==> src/rtl/sdram_fetch_pkg.sv <==
// sdram_fetch_pkg: shared widths, sample types and state encoding for the SDRAM sample fetcher.
package sdram_fetch_pkg;
   localparam int DEF_ADDR_W = 26;
   localparam int DEF_DATA_W = 16;
   typedef logic [DEF_ADDR_W-1:0] addr_t;
   typedef logic [DEF_DATA_W-1:0] sample_t;
   typedef logic [2:0] state_t;
   localparam state_t ST_IDLE      = 3'd0;
   localparam state_t ST_ISSUE     = 3'd1;
   localparam state_t ST_WAIT_DONE = 3'd2;
   localparam state_t ST_CAPTURE   = 3'd3;
   localparam state_t ST_RELEASE   = 3'd4;
endpackage

==> src/rtl/sdram_sample_fetcher_fifo.sv <==
// sample_fifo: power-of-two sample buffer with wrap-bit pointers; head reads 0 while empty.
module sample_fifo
   import sdram_fetch_pkg::*;
#(
   parameter int DATA_W     = DEF_DATA_W,
   parameter int FIFO_DEPTH = 8,
   localparam int AW = $clog2(FIFO_DEPTH)
)(
   input  logic              clock_12,
   input  logic              reset_12_n,
   input  logic              push_i,
   input  logic              pop_i,
   input  logic              flush_i,
   input  logic [DATA_W-1:0] data_i,
   output logic [DATA_W-1:0] data_o,
   output logic              full_o,
   output logic              empty_o,
   output logic [AW:0]       count_o
);
   logic [DATA_W-1:0] mem_q [FIFO_DEPTH];
   logic [AW:0] rd_q, rd_d, wr_q, wr_d;
   logic do_push;
   assign empty_o = rd_q == wr_q;
   assign full_o  = (rd_q[AW] != wr_q[AW]) && (rd_q[AW-1:0] == wr_q[AW-1:0]);
   assign count_o = wr_q - rd_q;
   assign data_o  = empty_o ? '0 : mem_q[rd_q[AW-1:0]];
   assign do_push = push_i && !full_o;
   always_comb begin
      wr_d = flush_i ? '0 : wr_q + {{AW{1'b0}}, do_push};
      rd_d = flush_i ? '0 : rd_q + {{AW{1'b0}}, pop_i && !empty_o};
   end
   always_ff @(posedge clock_12 or negedge reset_12_n) begin
      if (!reset_12_n) begin
         rd_q <= '0;
         wr_q <= '0;
      end else begin
         rd_q <= rd_d;
         wr_q <= wr_d;
      end
   end
   always_ff @(posedge clock_12) begin
      if (do_push) mem_q[wr_q[AW-1:0]] <= data_i;
   end
endmodule

==> src/rtl/sdram_sample_fetcher.sv <==
// sdram_sample_fetcher: walks an SDRAM word range one read at a time and streams the samples.
// Define SDRAM_SAMPLE_FETCHER_LOOP_EN to add loop_en, which replays the range until stop.
module sdram_sample_fetcher
   import sdram_fetch_pkg::*;
#(
   parameter int ADDR_W     = DEF_ADDR_W,
   parameter int DATA_W     = DEF_DATA_W,
   parameter int FIFO_DEPTH = 8
)(
   input  logic              clock_12,
   input  logic              reset_12_n,
   input  logic              start,
   input  logic              stop,
   input  logic [ADDR_W-1:0] base_addr,
   input  logic [ADDR_W-1:0] length,
`ifdef SDRAM_SAMPLE_FETCHER_LOOP_EN
   input  logic              loop_en,
`endif
   output logic              busy,
   output logic [ADDR_W-1:0] address_12,
   output logic              request_12,
   input  logic              done_12,
   input  logic [DATA_W-1:0] readdata_12,
   output logic [DATA_W-1:0] sample_data,
   output logic              sample_valid,
   input  logic              sample_ready
);
   localparam int CW = $clog2(FIFO_DEPTH) + 1;
   state_t state_q, state_d;
   logic [ADDR_W-1:0] cur_q, cur_d, rem_q, rem_d, addr_q, addr_d, rl_base, rl_len;
   logic req_q, req_d, busy_q, busy_d, abort_q, abort_d;
   logic push, flush, fifo_full, fifo_empty, can_issue, rl_en, reload;
   logic [CW-1:0] fifo_count;
   assign busy         = busy_q;
   assign address_12   = addr_q;
   assign request_12   = req_q;
   assign sample_valid = !fifo_empty;
   assign can_issue    = int'(fifo_count) < FIFO_DEPTH;
   assign reload       = rl_en && (rem_q == ADDR_W'(1));
   sample_fifo #(.DATA_W(DATA_W), .FIFO_DEPTH(FIFO_DEPTH)) u_fifo (
      .clock_12  (clock_12),
      .reset_12_n(reset_12_n),
      .push_i    (push),
      .pop_i     (sample_valid && sample_ready),
      .flush_i   (flush),
      .data_i    (readdata_12),
      .data_o    (sample_data),
      .full_o    (fifo_full),
      .empty_o   (fifo_empty),
      .count_o   (fifo_count)
   );
`ifdef SDRAM_SAMPLE_FETCHER_LOOP_EN
   logic loop_q;
   logic [ADDR_W-1:0] base_q, len_q;
   always_ff @(posedge clock_12 or negedge reset_12_n) begin
      if (!reset_12_n) begin
         loop_q <= 1'b0;
         base_q <= '0;
         len_q  <= '0;
      end else if (state_q == ST_IDLE && start && !stop && !busy_q) begin
         loop_q <= loop_en;
         base_q <= base_addr;
         len_q  <= length;
      end
   end
   assign rl_en   = loop_q;
   assign rl_base = base_q;
   assign rl_len  = len_q;
`else
   assign rl_en   = 1'b0;
   assign rl_base = '0;
   assign rl_len  = '0;
`endif
   always_comb begin
      state_d = state_q;
      cur_d   = cur_q;
      rem_d   = rem_q;
      addr_d  = addr_q;
      req_d   = req_q;
      busy_d  = busy_q;
      abort_d = abort_q;
      push    = 1'b0;
      flush   = 1'b0;
      case (state_q)
         ST_IDLE: begin
            busy_d = 1'b0;
            flush  = stop;
            // busy_q high here is the one-cycle pulse of an empty run, so start is ignored
            if (start && !stop && !busy_q) begin
               busy_d = 1'b1;
               if (length != '0) begin
                  cur_d   = base_addr;
                  rem_d   = length;
                  addr_d  = base_addr;
                  req_d   = can_issue;
                  state_d = can_issue ? ST_WAIT_DONE : ST_ISSUE;
               end
            end
         end
         ST_ISSUE: begin
            if (stop || rem_q == '0) begin
               flush   = stop;
               busy_d  = 1'b0;
               state_d = ST_IDLE;
            end else if (can_issue) begin
               addr_d  = cur_q;
               req_d   = 1'b1;
               state_d = ST_WAIT_DONE;
            end
         end
         ST_WAIT_DONE: begin
            abort_d = abort_q || stop;
            if (done_12) begin
               req_d   = 1'b0;
               state_d = ST_CAPTURE;
            end
         end
         ST_CAPTURE: begin
            abort_d = abort_q || stop;
            state_d = ST_RELEASE;
            if (!abort_d) begin
               push  = !fifo_full;
               cur_d = reload ? rl_base : cur_q + ADDR_W'(1);
               rem_d = reload ? rl_len : rem_q - ADDR_W'(1);
            end
         end
         ST_RELEASE: begin
            abort_d = abort_q || stop;
            if (!done_12) begin
               state_d = abort_d ? ST_IDLE : ST_ISSUE;
               flush   = abort_d;
               busy_d  = !abort_d;
               abort_d = 1'b0;
            end
         end
         default: state_d = ST_IDLE;
      endcase
   end
   always_ff @(posedge clock_12 or negedge reset_12_n) begin
      if (!reset_12_n) begin
         state_q <= ST_IDLE;
         cur_q   <= '0;
         rem_q   <= '0;
         addr_q  <= '0;
         req_q   <= 1'b0;
         busy_q  <= 1'b0;
         abort_q <= 1'b0;
      end else begin
         state_q <= state_d;
         cur_q   <= cur_d;
         rem_q   <= rem_d;
         addr_q  <= addr_d;
         req_q   <= req_d;
         busy_q  <= busy_d;
         abort_q <= abort_d;
      end
   end
endmodule

==> config.mk <==
export PLATFORM = sky130hd
export DESIGN_NAME = sdram_sample_fetcher
export DESIGN_NICKNAME = d
export VERILOG_FILES = /design/src/rtl/sdram_fetch_pkg.sv /design/src/rtl/sdram_sample_fetcher_fifo.sv /design/src/rtl/sdram_sample_fetcher.sv
export SDC_FILE = /design/constraint.sdc
export NUM_CORES = 1
export LEC_CHECK = 0
export BUFFER_PORTS_ARGS = -buffer_cell sky130_fd_sc_hd__buf_2
export CAP_MARGIN = 20
export CORE_MARGIN = 2
export CORE_UTILIZATION = 25
export CTS_BUF_LIST = sky130_fd_sc_hd__clkbuf_4 sky130_fd_sc_hd__clkbuf_8
export DETAILED_ROUTE_END_ITERATION = 10
export SLEW_MARGIN = 10
export SYNTH_ARGS = -nofsm -noshare
export SYNTH_HDL_FRONTEND = slang
export SYNTH_SLANG_ARGS = --single-unit
==> constraint.sdc <==
create_clock -name clock_12 -period 5.1 [get_ports clock_12]
set_input_delay 0.51 -clock clock_12 [delete_from_list [all_inputs] [get_ports clock_12]]
set_output_delay 0.51 -clock clock_12 [all_outputs]
set_load 0.05 [all_outputs]
Word-level counts from Yosys, hierarchy flattened --
Memories as Yosys holds them, arrays and structs flattened. Cells that the tools add are included. Widths: inputs -> output; s select.
Word-level totals: memory bits (writable) 128, register bits 92, input port bits 74, memories kept 1
Operators by class: eq/ne operators 16, add/sub/neg operators 5, $lt $le $gt $ge 1, multiplexer cells 42, reductions and logical operators 27
Memory list:
- u_fifo.mem_q | words 8, bits a word 16, read ports 1, clocked after Yosys merged registers in 0, write ports 1, line sdram_sample_fetcher_fifo.sv:20 | logic [DATA_W-1:0] mem_q [FIFO_DEPTH];
Operators by type and width (count):
- $mux 26 | 8
- $pmux 26 s2 | 3
- $add 26x1->26 const B | 1
- $logic_not 26->1 | 1
- $reduce_bool 26->1 | 1
- $sub 26x1->26 const B | 1
- $mux 3 | 6
- $mux 1 | 16
- $mux 16 | 1
- $ne 2x2->1 const B | 8
- $pmux 3 s5 | 1
- $reduce_and 5->1 | 2
- $pmux 1 s3 | 3
- $add 4x1->4 | 2
- $mux 4 | 2
- $eq 3x2->1 const B | 2
- $logic_and 1x1->1 | 6
- $reduce_and 6->1 | 1
- $reduce_bool 2->1 | 3
- $reduce_bool 3->1 | 2
- $logic_not 1->1 | 5
- $eq 4x4->1 | 1
- $lt 4x4->1 const B | 1
- $reduce_and 4->1 | 1
- other kinds (12) | 13

Longest topological paths before layout --
Gate-level depths: netlist (run 1).
depth after elaboration 8, mapped depth 11

By module --
From an unflattened synthesis (run 1), not the netlist that was laid out.
Unflattened totals: cells, all modules 876, area total of the unflattened synthesis 10935.5 um2
Modules (own cells, without submodules):
- sample_fifo | seq. area each 4043.9 um2, area an instance 5662.9 um2, cells each 320, instances 1
- sdram_sample_fetcher | seq. area each 2102.0 um2, area an instance 5272.6 um2, cells each 556, instances 1

Worst setup path before layout (run 1) --
No wires, ideal clock.
path type register -> register, start point reg u_fifo.rd_q[2], end point mem u_fifo.mem_q[1][0] (netlist name) (enable), data required time 4.691 ns, buffers on the path 2, setup slack 1.757 ns, clock period less this slack 3.343 ns, stages on the path, launching flop included 8, setup time 0.409 ns, data arrival time 2.933 ns, cells stage by stage dfrtp_1 clkbuf_1 clkinv_1 clkbuf_1 ha_1 a41oi_1 nand2_1 nor3_1
On the way: word-level cells in the longest chain between the ends 8
RTL lines:
- from (decl) | line sdram_sample_fetcher_fifo.sv:21 | logic [AW:0] rd_q, rd_d, wr_q, wr_d;
- from (signal assigned) | line sdram_sample_fetcher_fifo.sv:37 | rd_q <= rd_d;
- $eq 3x3->1 * | line sdram_sample_fetcher_fifo.sv:24 | assign full_o = (rd_q[AW] != wr_q[AW]) && (rd_q[AW-1:0] == wr_q[AW-1:0]);
- $logic_and 1x1->1 * | line sdram_sample_fetcher_fifo.sv:24
- $logic_not 1->1 * | line sdram_sample_fetcher_fifo.sv:27, sdram_sample_fetcher.sv:122
- $mux 1 | line sdram_sample_fetcher.sv:121 | if (!abort_d) begin
- $mux 1 | line sdram_sample_fetcher.sv:84 | case (state_q)
- $logic_and 1x1->1 * | line sdram_sample_fetcher_fifo.sv:27 | assign do_push = push_i && !full_o;
- $mux 1 * | line sdram_sample_fetcher_fifo.sv:42 | if (do_push) mem_q[wr_q[AW-1:0]] <= data_i;
- $mux 1 (implied by the code) * | line sdram_sample_fetcher_fifo.sv:42
- to (decl) | line sdram_sample_fetcher_fifo.sv:20
Mark *: on every way between the ends. The rest lies on a longest branch, timed or not.

Worst setup path after layout (run 1) --
start point reg u_fifo.rd_q[2], end point out sample_data[9]
On the way: word-level cells in the longest chain between the ends 2
RTL lines:
- $mem_v2 8x16 / $eq 4x4->1 (equally long branches)
- $mux 16 * | line sdram_sample_fetcher_fifo.sv:26 | assign data_o = empty_o ? '0 : mem_q[rd_q[AW-1:0]];
- to (decl) | line sdram_sample_fetcher.sv:24 | output logic [DATA_W-1:0] sample_data,
Marks and branches as above.

==> results of run 1 <==
cells by family after synthesis:
family / synth area share [%]
adder cells (fa/ha/maj): 1.07
buffers and inverters: 2.79
AO/OA/AOI/OAI: 12.6
flip-flops: 58.7
multiplexers: 9.77
AND/OR/NAND/NOR: 14.7
XOR/XNOR: 0.418
worst max-delay path by stage:
stage	from	end	slack [ns]	cells past startpoint
floorplan	u_fifo.rd_q[2]$_DFF_PN0_	u_fifo.mem_q[1][0]$_DFFE_PP_	1.76	7
global placement	u_fifo.rd_q[2]$_DFF_PN0_	address_12[10]$_DFFE_PN0P_	1.57	8
detailed placement	u_fifo.rd_q[2]$_DFF_PN0_	address_12[16]$_DFFE_PN0P_	1.44	8
CTS	u_fifo.rd_q[2]$_DFF_PN0_	sample_data[9]	1.03	7
global route	u_fifo.rd_q[2]$_DFF_PN0_	sample_data[9]	0.84	7
finish	u_fifo.rd_q[2]$_DFF_PN0_	sample_data[9]	1.09	7
metal layers:
| metal | vias up | track usage [%] | part of all wire [%] |
|---|---|---|---|
| met2 | 308 | 20.6 | 47 |
| met3 | 64 | 2.96 | 7.2 |
| met5 | - | 0 | 0.074 |
| li1 | 3651 | - | - |
| met4 | 4 | 4.16 | 2.6 |
| met1 | 3894 | 17.1 | 43 |
cell usage in the layout, fill, tap and decap left out, types with 4 or more instances in the layout:
cell type  count
clkinv_1       4
a211oi_1      20
buf_2        117
edfxtp_1     128
o31ai_1        8
a31oi_1        8
a2bb2oi_1     34
o21ai_0       33
clkbuf_8      47
nand4_1        9
o22ai_1       19
a21oi_1       41
nor3_1        42
mux4_2        32
nor2_1        56
nand3_1       26
o22a_1         7
clkbuf_4      13
ha_1           9
or3_1          6
clkinv_2       5
dfrtp_1       91
buf_4         24
mux2_2        26
nand2_1      141
inv_1         12
nor4_1        12
or4_1          7
nor2b_1        6
area by class of cell:
class,instances,area (sq um),share of cell area [%]
Sequential cell,220,6150,49.1
Multi-Input combinational cell,598,4080,32.5
Timing Repair Buffer,141,766,6.11
Clock buffer,60,744,5.94
Tap cell,539,674,5.38
Clock inverter,11,66.3,0.529
Inverter,13,48.8,0.390
Antenna cell,1,2.50,0.0200
state kept, by name (all words and copies together) (netlist names):
register	count
u_fifo.mem_q	128
busy	1
rem_q	26
request_12	1
address_12	26
u_fifo.wr_q	4
abort_q	1
u_fifo.rd_q	4
state_q	3
cur_q	26
worst max-delay path: cells and delay by family, from the launching register on:
kind            cells  cell delay, ns
compound gates      1            0.26
fa+ha+maj           1            0.54
flops               1            0.77
buf+inv             3            1.21
simple gates        2            0.14
power breakdown:
group / total [mW] / internal, mW / switching, mW
Sequential: 2.61 / 2.25 / 0.362
Combinational: 3.33 / 1.19 / 2.14
Clock: 1.70 / 0.939 / 0.757
stage by stage:
stage | utilization, % | setup WS [ns] | hold WS, ns
finish | 30.1 | 1.09 | 0.0249
floorplan | - | 1.76 | 0.214
detailed placement | 28.1 | 1.44 | 0.478
global route | 30.1 | 0.843 | 0.0673
CTS | 30.1 | 1.03 | 0.0421
global placement | 28.1 | 1.57 | 0.476
==> impl_metrics.csv, run 1 <==
group,metric,value,unit
routing,detail_route.wl_per_cell,17.8,um
global_routing,grt.total_usage,12.8,%
clocking,root_buffer,"clkbuf_8",
setup_path,path_cells,"clkinv_1 > ha_1 > nand3_1 > nor2_1 > buf_4 > a21oi_1 > buf_2",
clocking,clk_pin_slew_worst_paths,0.06,ns
logic_synthesis,yosys-top-cells-area,"edfxtp_1 37%, dfrtp_1 22%, mux4_2 6.9%",
logic_synthesis,synth_edf_count,128,
logic_synthesis,synth_seq_cells,220,
clocking,tritoncts,"built",
placed_design,dp_cells,1511,
clocking,cts_setup_buffers,0,
cells_and_area,design_area,12500,sq um
cells_and_area,fin_nets,1096,
power_and_ir_drop,finalPower,7.63,mW
floorplanning,coreArea,41700,sq um
placed_design,port_buffers,118,
clocking,ctsResizeCount,0,
worst_hold_path,hp-class,"in2async",
logic_synthesis,yosysTopAreaCell,"edfxtp_1",
clocking,clockBufferDepth,3,
clocking,clk_latency,0.56,ns
cells_and_area,areaGrowthSynthToFinish,19.5,%
sta,slew_headroom,28.3,%
run_status,status,"finished clean",
logic_synthesis,netlist_area,10500,sq um
sta,fin_setup_tns,0,ns
logic_synthesis,synth_seq_area_share,58.7,%
clocking,clock-sinks,220,
floorplanning,die_x,209,um
placed_design,post_dp_cell_area,11700,sq um
setup_path,cp_slowest_cell,"dfrtp_1",
setup_path,critPathRequiredTime,4.59,ns
routing,drt-initial-drc-count,627,
sta,fin_crit,4.01,ns
setup_path,cp_max_fo,19,
sta,clock_skew,0.0263,ns
cells_and_area,fill_cells,4297,
flow_run,max_cap_viol_count,0,
global_routing,grt_overflow,0,
floorplanning,io_pins,119,
sta,tightest_slew,1.07,ns
floorplanning,dieHeight,209,um
power_and_ir_drop,power_density,609,nW/um^2
setup_path,worstPathArrival,3.50,ns
setup_path,r2r-end,"address_12[9]$_DFFE_PN0P_",
logic_synthesis,synth_cells,893,
logic_synthesis,synthMostInstantiatedCell,"nand2_1",
clocking,cts_buffers,39,
logic_synthesis,synth_top_area_share,36.7,%
routing,first_pass_iters,5,
logic_synthesis,synth_cell_type_count,57,
sta,fin_crit_sh,78.6,%
logic_synthesis,synth_fp_nets,976,
routing,drt-total-wl,28200,um
setup_path,worst_path_largest_cell_delay,0.77,ns
global_routing,grt_pass1_wl,44200,um
sta,grt_setup_unrepaired,"no",
global_routing,grt_max_degree,98,
logic_synthesis,synth_warnings,0,
setup_path,end_kind,"output pin",
routing,drc,0,
sta,finalSetupViolations,0,
routing,vias,7921,
floorplanning,num_rows,75,
clocking,cts_hold_buf,0,
sta,slew_violations,0,
logic_synthesis,ys_top_cells_by_count,"141 x nand2_1, 128 x edfxtp_1, 92 x dfrtp_1",
power_and_ir_drop,leakagePower,4.66,nW
setup_path,r2r_cells,8,
global_routing,antenna_found_initial,3,
cells_and_area,final_cells,1583,
global_routing,first_global_vias,7635,
routing,viasPerCell,5.00,
logic_synthesis,syn_area_per_cell,11.7,sq um
setup_path,crit_type,"reg2out",
setup_path,r2r_setup_slack,1.43,ns
floorplanning,start_util,25.1,%
setup_path,cp-start-kind,"flip-flop",
routing,ant_nets,0,
setup_path,timing.rr.start,"u_fifo.rd_q[2]$_DFF_PN0_",
logic_synthesis,synth_flop_cell,"edfxtp_1",
cells_and_area,drive_above_1_share,26.8,%
clocking,h-tree-depth,2,
placed_design,place_congestion,0.799,
floorplanning,die_area,43600,sq um
sta,fmax,250,MHz
placed_design,dp_hpwl,18200,um
logic_synthesis,ys_async_sr_fraction,41.8,%
power_and_ir_drop,irDropWorstVdd,0.000348,V
sta,hold_viol_final,0,
(Power assumes the default switching activity.)
==> run 2: changes to the inputs <==
Settings changed: ABC_AREA set to 1.
Clock period 5.1 ns to 3.9 ns, I/O delays scaled along.
==> impl_metrics.csv, run 2 <==
group,metric,value,unit
flow_run,max_cap_viol_count,0,
power_and_ir_drop,irDropWorstVdd,0.000522,V
logic_synthesis,synth_cell_type_count,35,
cells_and_area,largest_reg_flops,128,
logic_synthesis,synth_seq_area_share,55.3,%
sta,clock_skew,0.0250,ns
placed_design,dp_cells,2010,
logic_synthesis,yosys-top-cells-area,"edfxtp_1 35%, dfrtp_1 21%, nand2_1 12%",
cells_and_area,diodes,0,
cells_and_area,final_cells,2078,
logic_synthesis,ys_top_cells_by_count,"360 x nand2_1, 220 x nor2_1, 136 x o21ai_0",
routing,first_pass_iters,6,
global_routing,antenna_found_initial,1,
worst_hold_path,hp-class,"in2reg",
placed_design,dp_hpwl,21400,um
cells_and_area,fin_nets,1543,
logic_synthesis,syn_area_per_cell,8.34,sq um
cells_and_area,final_cell_mix,"360 x nand2_1, 220 x nor2_1, 136 x o21ai_0",
floorplanning,coreArea,44000,sq um
sta,fmax,317,MHz
global_routing,grt_max_degree,74,
setup_path,worstPathArrival,2.77,ns
cells_and_area,post-route-util,29.9,%
routing,vias,9466,
placed_design,port_buffers,118,
floorplanning,die_area,46100,sq um
logic_synthesis,synth_seq_cells,220,
placed_design,post-place-ws,1.12,ns
logic_synthesis,synth_edf_count,128,
floorplanning,die_x,215,um
sta,finalSetupViolations,0,
floorplanning,io_pins,119,
run_status,status,"finished clean",
clocking,h-tree-depth,2,
logic_synthesis,ys_async_sr_fraction,41.8,%
floorplanning,dieHeight,215,um
routing,ant_nets,0,
logic_synthesis,synth_top_area_share,34.6,%
global_routing,grt_overflow,0,
clocking,clock-sinks,220,
sta,slew_headroom,44.6,%
sta,fin_setup_tns,0,ns
routing,viasPerCell,4.56,
clocking,root_buffer,"clkbuf_8",
setup_path,cp_max_fo,18,
global_routing,grt_pass1_wl,49400,um
logic_synthesis,synth_flop_cell,"edfxtp_1",
sta,fin_crit_sh,81.0,%
setup_path,end_kind,"output pin",
routing,drt-total-wl,31400,um
sta,fin_crit,3.16,ns
setup_path,crit_type,"reg2out",
clocking,tritoncts,"built",
setup_path,critPathRequiredTime,3.51,ns
clocking,cts_buffers,39,
clocking,ctsResizeCount,0,
clocking,clk_latency,0.56,ns
setup_path,cp-start-kind,"flip-flop",
sta,grt_setup_unrepaired,"no",
floorplanning,num_rows,77,
sta,hold_viol_final,0,
logic_synthesis,yosysTopAreaCell,"edfxtp_1",
cells_and_area,areaGrowthSynthToFinish,18.4,%
placed_design,place_congestion,0.884,
cells_and_area,drive_above_1_share,15.9,%
logic_synthesis,netlist_area,11100,sq um
sta,tightest_slew,0.831,ns
routing,detail_route.wl_per_cell,15.1,um
global_routing,grt.total_usage,13.4,%
sta,slew_violations,0,
logic_synthesis,synth_cells,1333,
power_and_ir_drop,power_density,785,nW/um^2
cells_and_area,final_common_cell,"nand2_1",
logic_synthesis,synth_warnings,0,
clocking,clockBufferDepth,3,
sta,fin_ws,0.741,ns
logic_synthesis,synth_fp_nets,1416,
clocking,clk_pin_slew_worst_paths,0.06,ns
logic_synthesis,synthMostInstantiatedCell,"nand2_1",
global_routing,first_global_vias,9053,
routing,drt-initial-drc-count,686,
floorplanning,start_util,25.2,%
power_and_ir_drop,leakagePower,5.58,nW
routing,drc,0,
## run 2: kinds of logic after synthesis
logic type               after synthesis  share of synthesized area [%]
AND/OR/NAND/NOR                      728                           27.0
flip-flops                           220                           55.3
AO/OA/AOI/OAI                        208                           9.88
buffers and inverters                151                           5.42
XOR/XNOR                              17                           1.34
adder cells (fa/ha/maj)                9                           1.01
## run 2: timing repair
item / CTS / global route
endpoints found under the hold margin: 60 / 0
hold buffers: 1 / 0
endpoints found under the setup margin: 0 / 0
setup buffers: 0 / 0
## run 2: report_power, final
group          total (mW)  leakage [nW]  switching [mW]  internal, mW
Combinational        4.81          2.90            3.53          1.28
Sequential           3.41          2.30           0.472          2.94
Clock                2.10         0.390           0.999          1.10
## run 2: worst max-delay path, stage by stage (launching register included)
cell,delay [ns]
dfrtp_1,0.38
inv_1,0.05
buf_4,0.21
ha_1,0.30
nand4_1,0.54
o21ai_0,0.20
nor2_1,0.23
buf_2,0.31
## run 2: final timing paths
kind	from	endpoint	slack, ns	cells after the start
max	u_fifo.rd_q[2]$_DFF_PN0_	sample_data[0]	0.74	7
min	readdata_12[15]	u_fifo.mem_q[2][15]$_DFFE_PP_	0.12	1
max reg2reg	u_fifo.rd_q[2]$_DFF_PN0_	address_12[17]$_DFFE_PN0P_	1.12	11
min reg2reg	address_12[20]$_DFFE_PN0P_	address_12[20]$_DFFE_PN0P_	0.47	2
max in group asynchronous	reset_12_n	rem_q[18]$_DFFE_PN0P_	2.42	3
min in group asynchronous	reset_12_n	cur_q[24]$_DFFE_PN0P_	0.45	2
## run 2: per-layer routing
layer / vias to the layer above / part of all wire (%) / GRT usage [%]
li1: 4677 / - / -
met5: - / 0 / 0
met4: 0 / 2.4 / 3.80
met1: 4470 / 46 / 18.0
met2: 258 / 46 / 22.0
met3: 61 / 5.8 / 2.43
## run 2: stage by stage
step	power [mW]	hold WS (ns)	area, sq um
after floorplan	7.02	0.0944	11100
after global placement	8.20	0.455	12400
after detailed placement	8.27	0.462	12400
after CTS	10.4	0.0738	13200
after global routing	11.1	0.0835	13200
final	10.3	0.116	13200
## run 2: final cells by class
cell class,count,area (sq um)
fillers,4720,30900
flip-flops and latches,220,6150
clock buffers,47,603
well taps,592,741
clock inverters,20,134
repair buffers,142,776
multi-input cells,962,4390
inverters,95,357
